[src/rtl/adder_pkg.sv]
// Shared sizing constants and configuration helpers for the segmented adder.
package adder_pkg;

  localparam int unsigned DEF_WIDTH = 64;
  localparam int unsigned DEF_SEG   = 16;

  // Number of pipeline stages for a given operand width and segment size.
  function automatic int unsigned nstg(input int unsigned width, input int unsigned seg);
    return width / seg;
  endfunction

  // A legal configuration has a nonzero segment that evenly tiles the operand.
  function automatic bit seg_ok(input int unsigned width, input int unsigned seg);
    return (seg != 0) && (width >= seg) && ((width % seg) == 0);
  endfunction

endpackage

[src/rtl/pipelined_seg_adder_if.sv]
// Operand/result handshake bundle between the source, the adder and the sink.
interface pipelined_seg_adder_if
  import adder_pkg::*;
#(
  parameter int unsigned WIDTH = DEF_WIDTH
) ();

  logic             in_valid;
  logic             in_ready;
  logic [WIDTH-1:0] a;
  logic [WIDTH-1:0] b;
  logic             cin;
  logic             sub;
  logic             out_valid;
  logic             out_ready;
  logic [WIDTH-1:0] sum;
  logic             cout;
  logic             ovf;

  modport master (
    output in_valid, a, b, cin, sub, out_ready,
    input  in_ready, out_valid, sum, cout, ovf
  );

  modport slave (
    input  in_valid, a, b, cin, sub, out_ready,
    output in_ready, out_valid, sum, cout, ovf
  );

endinterface

[src/rtl/seg_add.sv]
// One segment of the adder: SEG-bit a + b + ci, with the carry into the segment MSB.
module seg_add
  import adder_pkg::*;
#(
  parameter int unsigned SEG = DEF_SEG
) (
  input  logic [SEG-1:0] a,
  input  logic [SEG-1:0] b,
  input  logic           ci,
  output logic [SEG-1:0] s,
  output logic           co,
  output logic           cm
);

  localparam int unsigned SW1 = SEG + 1;

  // Segment sum; carry into the MSB recovered from the MSB half-sum.
  always_comb begin
    {co, s} = SW1'(a) + SW1'(b) + SW1'(ci);
    cm      = a[SEG-1] ^ b[SEG-1] ^ s[SEG-1];
  end

endmodule

[src/rtl/pipelined_seg_adder.sv]
// Pipelined add/subtract: one SEG-bit segment resolved per stage, carry
// registered between stages, valid/ready handshake with full backpressure.
module pipelined_seg_adder
  import adder_pkg::*;
#(
  parameter int unsigned WIDTH = DEF_WIDTH,
  parameter int unsigned SEG   = DEF_SEG
) (
  input  logic                 clk,
  input  logic                 rst_n,
  pipelined_seg_adder_if.slave bus
);

  localparam int unsigned NSTG = nstg(WIDTH, SEG);

  if (!seg_ok(WIDTH, SEG)) begin : g_bad_cfg
    $error("pipelined_seg_adder: WIDTH must be a nonzero multiple of SEG");
  end

  logic             adv;
  logic [NSTG-1:0]  vld;

  // Per-stage inputs: remaining operands (low-aligned), partial sum, carry.
  logic [WIDTH-1:0] a_in [NSTG];
  logic [WIDTH-1:0] b_in [NSTG];
  logic [WIDTH-1:0] s_in [NSTG];
  logic             c_in [NSTG];

  logic [WIDTH-1:0] sum_q;
  logic             cout_q;
  logic             ovf_q;

  // Whole pipeline moves together unless a result is waiting on the sink.
  assign adv           = !vld[NSTG-1] || bus.out_ready;
  assign bus.in_ready  = adv;
  assign bus.out_valid = vld[NSTG-1];
  assign bus.sum       = sum_q;
  assign bus.cout      = cout_q;
  assign bus.ovf       = ovf_q;

  // Stage 0 operands: subtraction folds into inverted B with a forced carry-in.
  assign a_in[0] = bus.a;
  assign b_in[0] = bus.sub ? ~bus.b : bus.b;
  assign s_in[0] = '0;
  assign c_in[0] = bus.sub ? 1'b1 : bus.cin;

  // Valid chain; bubbles shift and hold exactly like beats.
  always_ff @(posedge clk or negedge rst_n) begin
    if (!rst_n) begin
      vld <= '0;
    end else if (adv) begin
      vld[0] <= bus.in_valid;
      for (int k = 1; k < NSTG; k++) begin
        vld[k] <= vld[k-1];
      end
    end
  end

  for (genvar k = 0; k < NSTG; k++) begin : g_stg
    localparam int unsigned LO = k * SEG;
    localparam int unsigned SW = LO + SEG;

    logic [SEG-1:0] seg_s;
    logic           seg_co;
    logic           seg_cm;
    logic [SW-1:0]  sum_d;

    seg_add #(.SEG(SEG)) u_seg (
      .a  (a_in[k][SEG-1:0]),
      .b  (b_in[k][SEG-1:0]),
      .ci (c_in[k]),
      .s  (seg_s),
      .co (seg_co),
      .cm (seg_cm)
    );

    assign sum_d = SW'(s_in[k]) | (SW'(seg_s) << LO);

    if (k < NSTG - 1) begin : g_mid
      localparam int unsigned RW = WIDTH - SW;

      logic [RW-1:0] a_q;
      logic [RW-1:0] b_q;
      logic [SW-1:0] s_q;
      logic          c_q;
      logic          msb_carry_unused;

      assign msb_carry_unused = seg_cm;

      // Skew buffers keep only the segments not yet consumed.
      always_ff @(posedge clk or negedge rst_n) begin
        if (!rst_n) begin
          a_q <= '0;
          b_q <= '0;
          s_q <= '0;
          c_q <= 1'b0;
        end else if (adv) begin
          a_q <= RW'(a_in[k] >> SEG);
          b_q <= RW'(b_in[k] >> SEG);
          s_q <= sum_d;
          c_q <= seg_co;
        end
      end

      assign a_in[k+1] = WIDTH'(a_q);
      assign b_in[k+1] = WIDTH'(b_q);
      assign s_in[k+1] = WIDTH'(s_q);
      assign c_in[k+1] = c_q;
    end else begin : g_last
      // Final stage registers the result and flags; held while stalled.
      always_ff @(posedge clk or negedge rst_n) begin
        if (!rst_n) begin
          sum_q  <= '0;
          cout_q <= 1'b0;
          ovf_q  <= 1'b0;
        end else if (adv) begin
          sum_q  <= WIDTH'(sum_d);
          cout_q <= seg_co;
          ovf_q  <= seg_co ^ seg_cm;
        end
      end
    end
  end

endmodule

[src/flat_wrapper.sv]
// flat-port wrapper written by rule: the top's interface ports become plain ports
module pipelined_seg_adder_flat import adder_pkg::*;
#(
  parameter int unsigned WIDTH = DEF_WIDTH,
  parameter int unsigned SEG   = DEF_SEG
)
  (clk, rst_n, bus_in_valid, bus_a, bus_b, bus_cin, bus_sub, bus_out_ready, bus_in_ready, bus_out_valid, bus_sum, bus_cout, bus_ovf);
  pipelined_seg_adder_if #(.WIDTH(WIDTH)) bus_i ();
  input  logic clk;
  input  logic rst_n;
  input wire logic [$bits(bus_i.in_valid)-1:0] bus_in_valid;
  input wire logic [$bits(bus_i.a)-1:0] bus_a;
  input wire logic [$bits(bus_i.b)-1:0] bus_b;
  input wire logic [$bits(bus_i.cin)-1:0] bus_cin;
  input wire logic [$bits(bus_i.sub)-1:0] bus_sub;
  input wire logic [$bits(bus_i.out_ready)-1:0] bus_out_ready;
  output wire logic [$bits(bus_i.in_ready)-1:0] bus_in_ready;
  output wire logic [$bits(bus_i.out_valid)-1:0] bus_out_valid;
  output wire logic [$bits(bus_i.sum)-1:0] bus_sum;
  output wire logic [$bits(bus_i.cout)-1:0] bus_cout;
  output wire logic [$bits(bus_i.ovf)-1:0] bus_ovf;
  assign bus_i.in_valid = bus_in_valid;
  assign bus_i.a = bus_a;
  assign bus_i.b = bus_b;
  assign bus_i.cin = bus_cin;
  assign bus_i.sub = bus_sub;
  assign bus_i.out_ready = bus_out_ready;
  assign bus_in_ready = bus_i.in_ready;
  assign bus_out_valid = bus_i.out_valid;
  assign bus_sum = bus_i.sum;
  assign bus_cout = bus_i.cout;
  assign bus_ovf = bus_i.ovf;
  pipelined_seg_adder #(.WIDTH(WIDTH), .SEG(SEG)) u_core (.clk(clk), .rst_n(rst_n), .bus(bus_i));
endmodule
[config.mk]
export PLATFORM = sky130hd
export DESIGN_NAME = pipelined_seg_adder_flat
export DESIGN_NICKNAME = d
export VERILOG_FILES = /design/src/rtl/adder_pkg.sv /design/src/rtl/pipelined_seg_adder_if.sv /design/src/rtl/seg_add.sv /design/src/rtl/pipelined_seg_adder.sv /design/src/flat_wrapper.sv
export SDC_FILE = /design/constraint.sdc
export NUM_CORES = 1
export LEC_CHECK = 0
export ABC_AREA = 1
export CAP_MARGIN = 20
export CORE_MARGIN = 10
export CORE_UTILIZATION = 54
export DETAILED_ROUTE_END_ITERATION = 6
export PLACE_DENSITY = 0.81
export SYNTH_ARGS = -nofsm -noshare
export SYNTH_HDL_FRONTEND = slang
export SYNTH_SLANG_ARGS = --single-unit
export TNS_END_PERCENT = 100
[constraint.sdc]
create_clock -name clk -period 2.8 [get_ports clk]
set_input_delay 0.7 -clock clk [delete_from_list [all_inputs] [get_ports clk]]
set_output_delay 0.7 -clock clk [all_outputs]
set_load 0.005 [all_outputs]
==> results_dict.tcl <==
set metrics [dict create \
    status "completed" \
    crit_type "input port to output pin" \
    skew_ns 0.0160 \
    drv_slew 0 \
    cp-start-kind "input port" \
    wl_met2_um 18700 \
    rsz0062_at_grt "no" \
    highest_layer "met4" \
    worstMarginPinSlew_ns 0.626 \
    chipHeight_um 199 \
    synthTopCellsByArea "dfrtp_1 (52%), nand2_1 (18%), o21ai_0 (7.1%)" \
    yosysSeqAreaShare_pct 52.0 \
    drtPass1Iterations 5 \
    yosys.area.top_type "dfrtp_1" \
    design.die.area_mm2 0.0398 \
    grt-ovfl-total 0 \
    port_buffers 201 \
    power.density_mw_per_mm2 1120 \
    yosysTopAreaCellShare_pct 52.0 \
    core_area_mm2 0.0316 \
    ys_ff_latch 361 \
    antenna_found_initial 0 \
    ant_nets 0 \
    layout_common_cells "nand2_1 (826), dfrtp_1 (361), o21ai_0 (246)" \
    post_cts.repair.setup_buffers 0 \
    crit_required_ns 2.10 \
    yosysWarnings 0 \
    die-width_um 199 \
    hold_violations 0 \
    cts_root_buffer "clkbuf_16" \
    finalNetCount 2473 \
    cap_violations 0 \
    grt_pass1_wl_um 66500 \
    synth_fp_nets 2293 \
    report.final.setup_viol 0 \
    fin_crit_ns 2.64 \
    grt_max_degree 117 \
    cts_hold_buf 0 \
    fmax_mhz 379 \
    drc 0 \
    post-route-period-util_pct 94.2 \
    track_usage_pct 20.2 \
    wirelength_um 40000 \
    wl_met3_um 2050 \
    cts_made_buffers 38 \
    fin_setup_tns_ns 0 \
    gp_congestion 0.885 \
    clockBufferDepth 3 \
    area_growth_pct 21.3 \
    syn_area_per_cell_um2 8.31 \
    leakagePower_nw 10.5 \
    crit_path_max_fanout 2 \
    via_count 13800 \
    synthCells 2091 \
    drive_gt1_share_pct 4.31 \
    wire_per_inst_um 14.8 \
    initial_utilization_pct 54.9 \
    drt-vias-per-instance 5.10 \
    synth_cell_types 32 \
    numClockSinks 361 \
    endpoint_kind "output pin" \
    core.rowCount 65 \
    vdd_drop_max_mv 0.555 \
    wl_met1_um 18500 \
    first_global_vias 13600 \
    first_iter_violations 939 \
    final_common_cell "nand2_1" \
    n_antenna_cell 0 \
    arrival_ns 1.94 \
    hp-class "input port to async pin" \
    finalPower_w 0.0237 \
    cts_tree "yes" \
    cts.htree.levels 2 \
    post_cts_resized 0 \
    fillers 2465 \
    io_pins 202 \
    clock_latency_ns 0.52 \
    clk_pin_slew_ns 0.06 \
    slew_headroom_pct 58.3 \
    synthesis.area_mm2 0.0174 \
    place_hpwl_um 28000 \
]
-- metal layers --
| layer | global-route usage (%) | vias up |
|---|---|---|
| met5 | 0 | - |
| met4 | 5.50 | 0 |
| met3 | 3.28 | 51 |
| met2 | 32.8 | 320 |
| met1 | 27.7 | 6491 |
| li1 | - | 6902 |
-- state kept, by name, indices dropped and copies added, names as in the netlist --
name,cells
u_core.g_stg.g_mid.c_q,3
u_core.g_stg.g_mid.b_q,96
u_core.bus.ovf,1
u_core.bus.sum,64
u_core.bus.cout,1
u_core.vld,4
u_core.g_stg.g_mid.s_q,96
u_core.g_stg.g_mid.a_q,96
-- worst paths after layout --
kind,start,end,slack [ns],cells after the start
max in group asynchronous,rst_n,u_core.vld[1],1.77,3
min reg2reg,u_core.g_stg[2].g_mid.s_q[37],u_core.bus.sum[37],0.47,2
min,rst_n,u_core.g_stg[1].g_mid.b_q[7],0.12,1
min in group clk,u_core.g_stg[2].g_mid.s_q[37],u_core.bus.sum[37],0.47,2
max reg2reg,u_core.g_stg[2].g_mid.c_q,u_core.bus.ovf,0.48,10
max,bus_out_ready,bus_in_ready,0.16,4
-- area by class of cell --
type,instances,area (µm²),share of cell area (%)
Sequential cell,361,9030,42.9
Multi-Input combinational cell,1445,7120,33.8
Timing Repair Buffer,226,2330,11.0
Clock buffer,53,1090,5.16
Inverter,199,754,3.58
Tap cell,402,503,2.39
Clock inverter,14,251,1.19
-- cell families after synthesis --
family | synth area share, %
XOR/XNOR | 4.18
flip-flops | 52.0
buffers and inverters | 7.06
AO/OA/AOI/OAI | 9.08
adder cells (fa/ha/maj) | 5.24
AND/OR/NAND/NOR | 22.5
-- report_power, final --
group	internal [W]	total, W	switching [W]
registers	0.00755	0.00881	0.00126
clock network	0.00336	0.00537	0.00201
logic	0.00390	0.00949	0.00559
-- critical path, cell delays in order --
cell	delay, ns
clkdlybuf4s50_1	0.45
nor2_4	0.26
inv_8	0.06
clkdlybuf4s50_1	0.46
-- metrics by stage --
step                util (%)  hold slack [ns]  setup slack, ns  std cells  instance area (µm²)
floorplan                  -            0.404            0.146       2091                17400
global placement        62.4            0.451          -0.0618       2633                19700
detailed placement      62.4            0.451          -0.0968       2633                19700
CTS                     66.6            0.121            0.141       2700                21100
global route            66.6            0.142            0.115       2700                21100
finish                  66.6            0.122            0.164       2700                21100
-- cells in the mapped netlist (all sizes together) --
| master | n |
|---|---|
| nand3 | 67 |
| xor2 | 16 |
| or2 | 5 |
| o22ai | 1 |
| fa | 8 |
| a21oi | 51 |
| inv | 199 |
| nand3b | 14 |
| o21ai | 251 |
| and2 | 3 |
| dfrtp | 361 |
| o21bai | 6 |
| nand4 | 3 |
| clkbuf | 23 |
| buf | 63 |
| nor3 | 8 |
| nor2 | 57 |
| ha | 60 |
| nand2 | 827 |
| a21o | 1 |
| xnor2 | 67 |
Power figures use the tool's default switching activity.
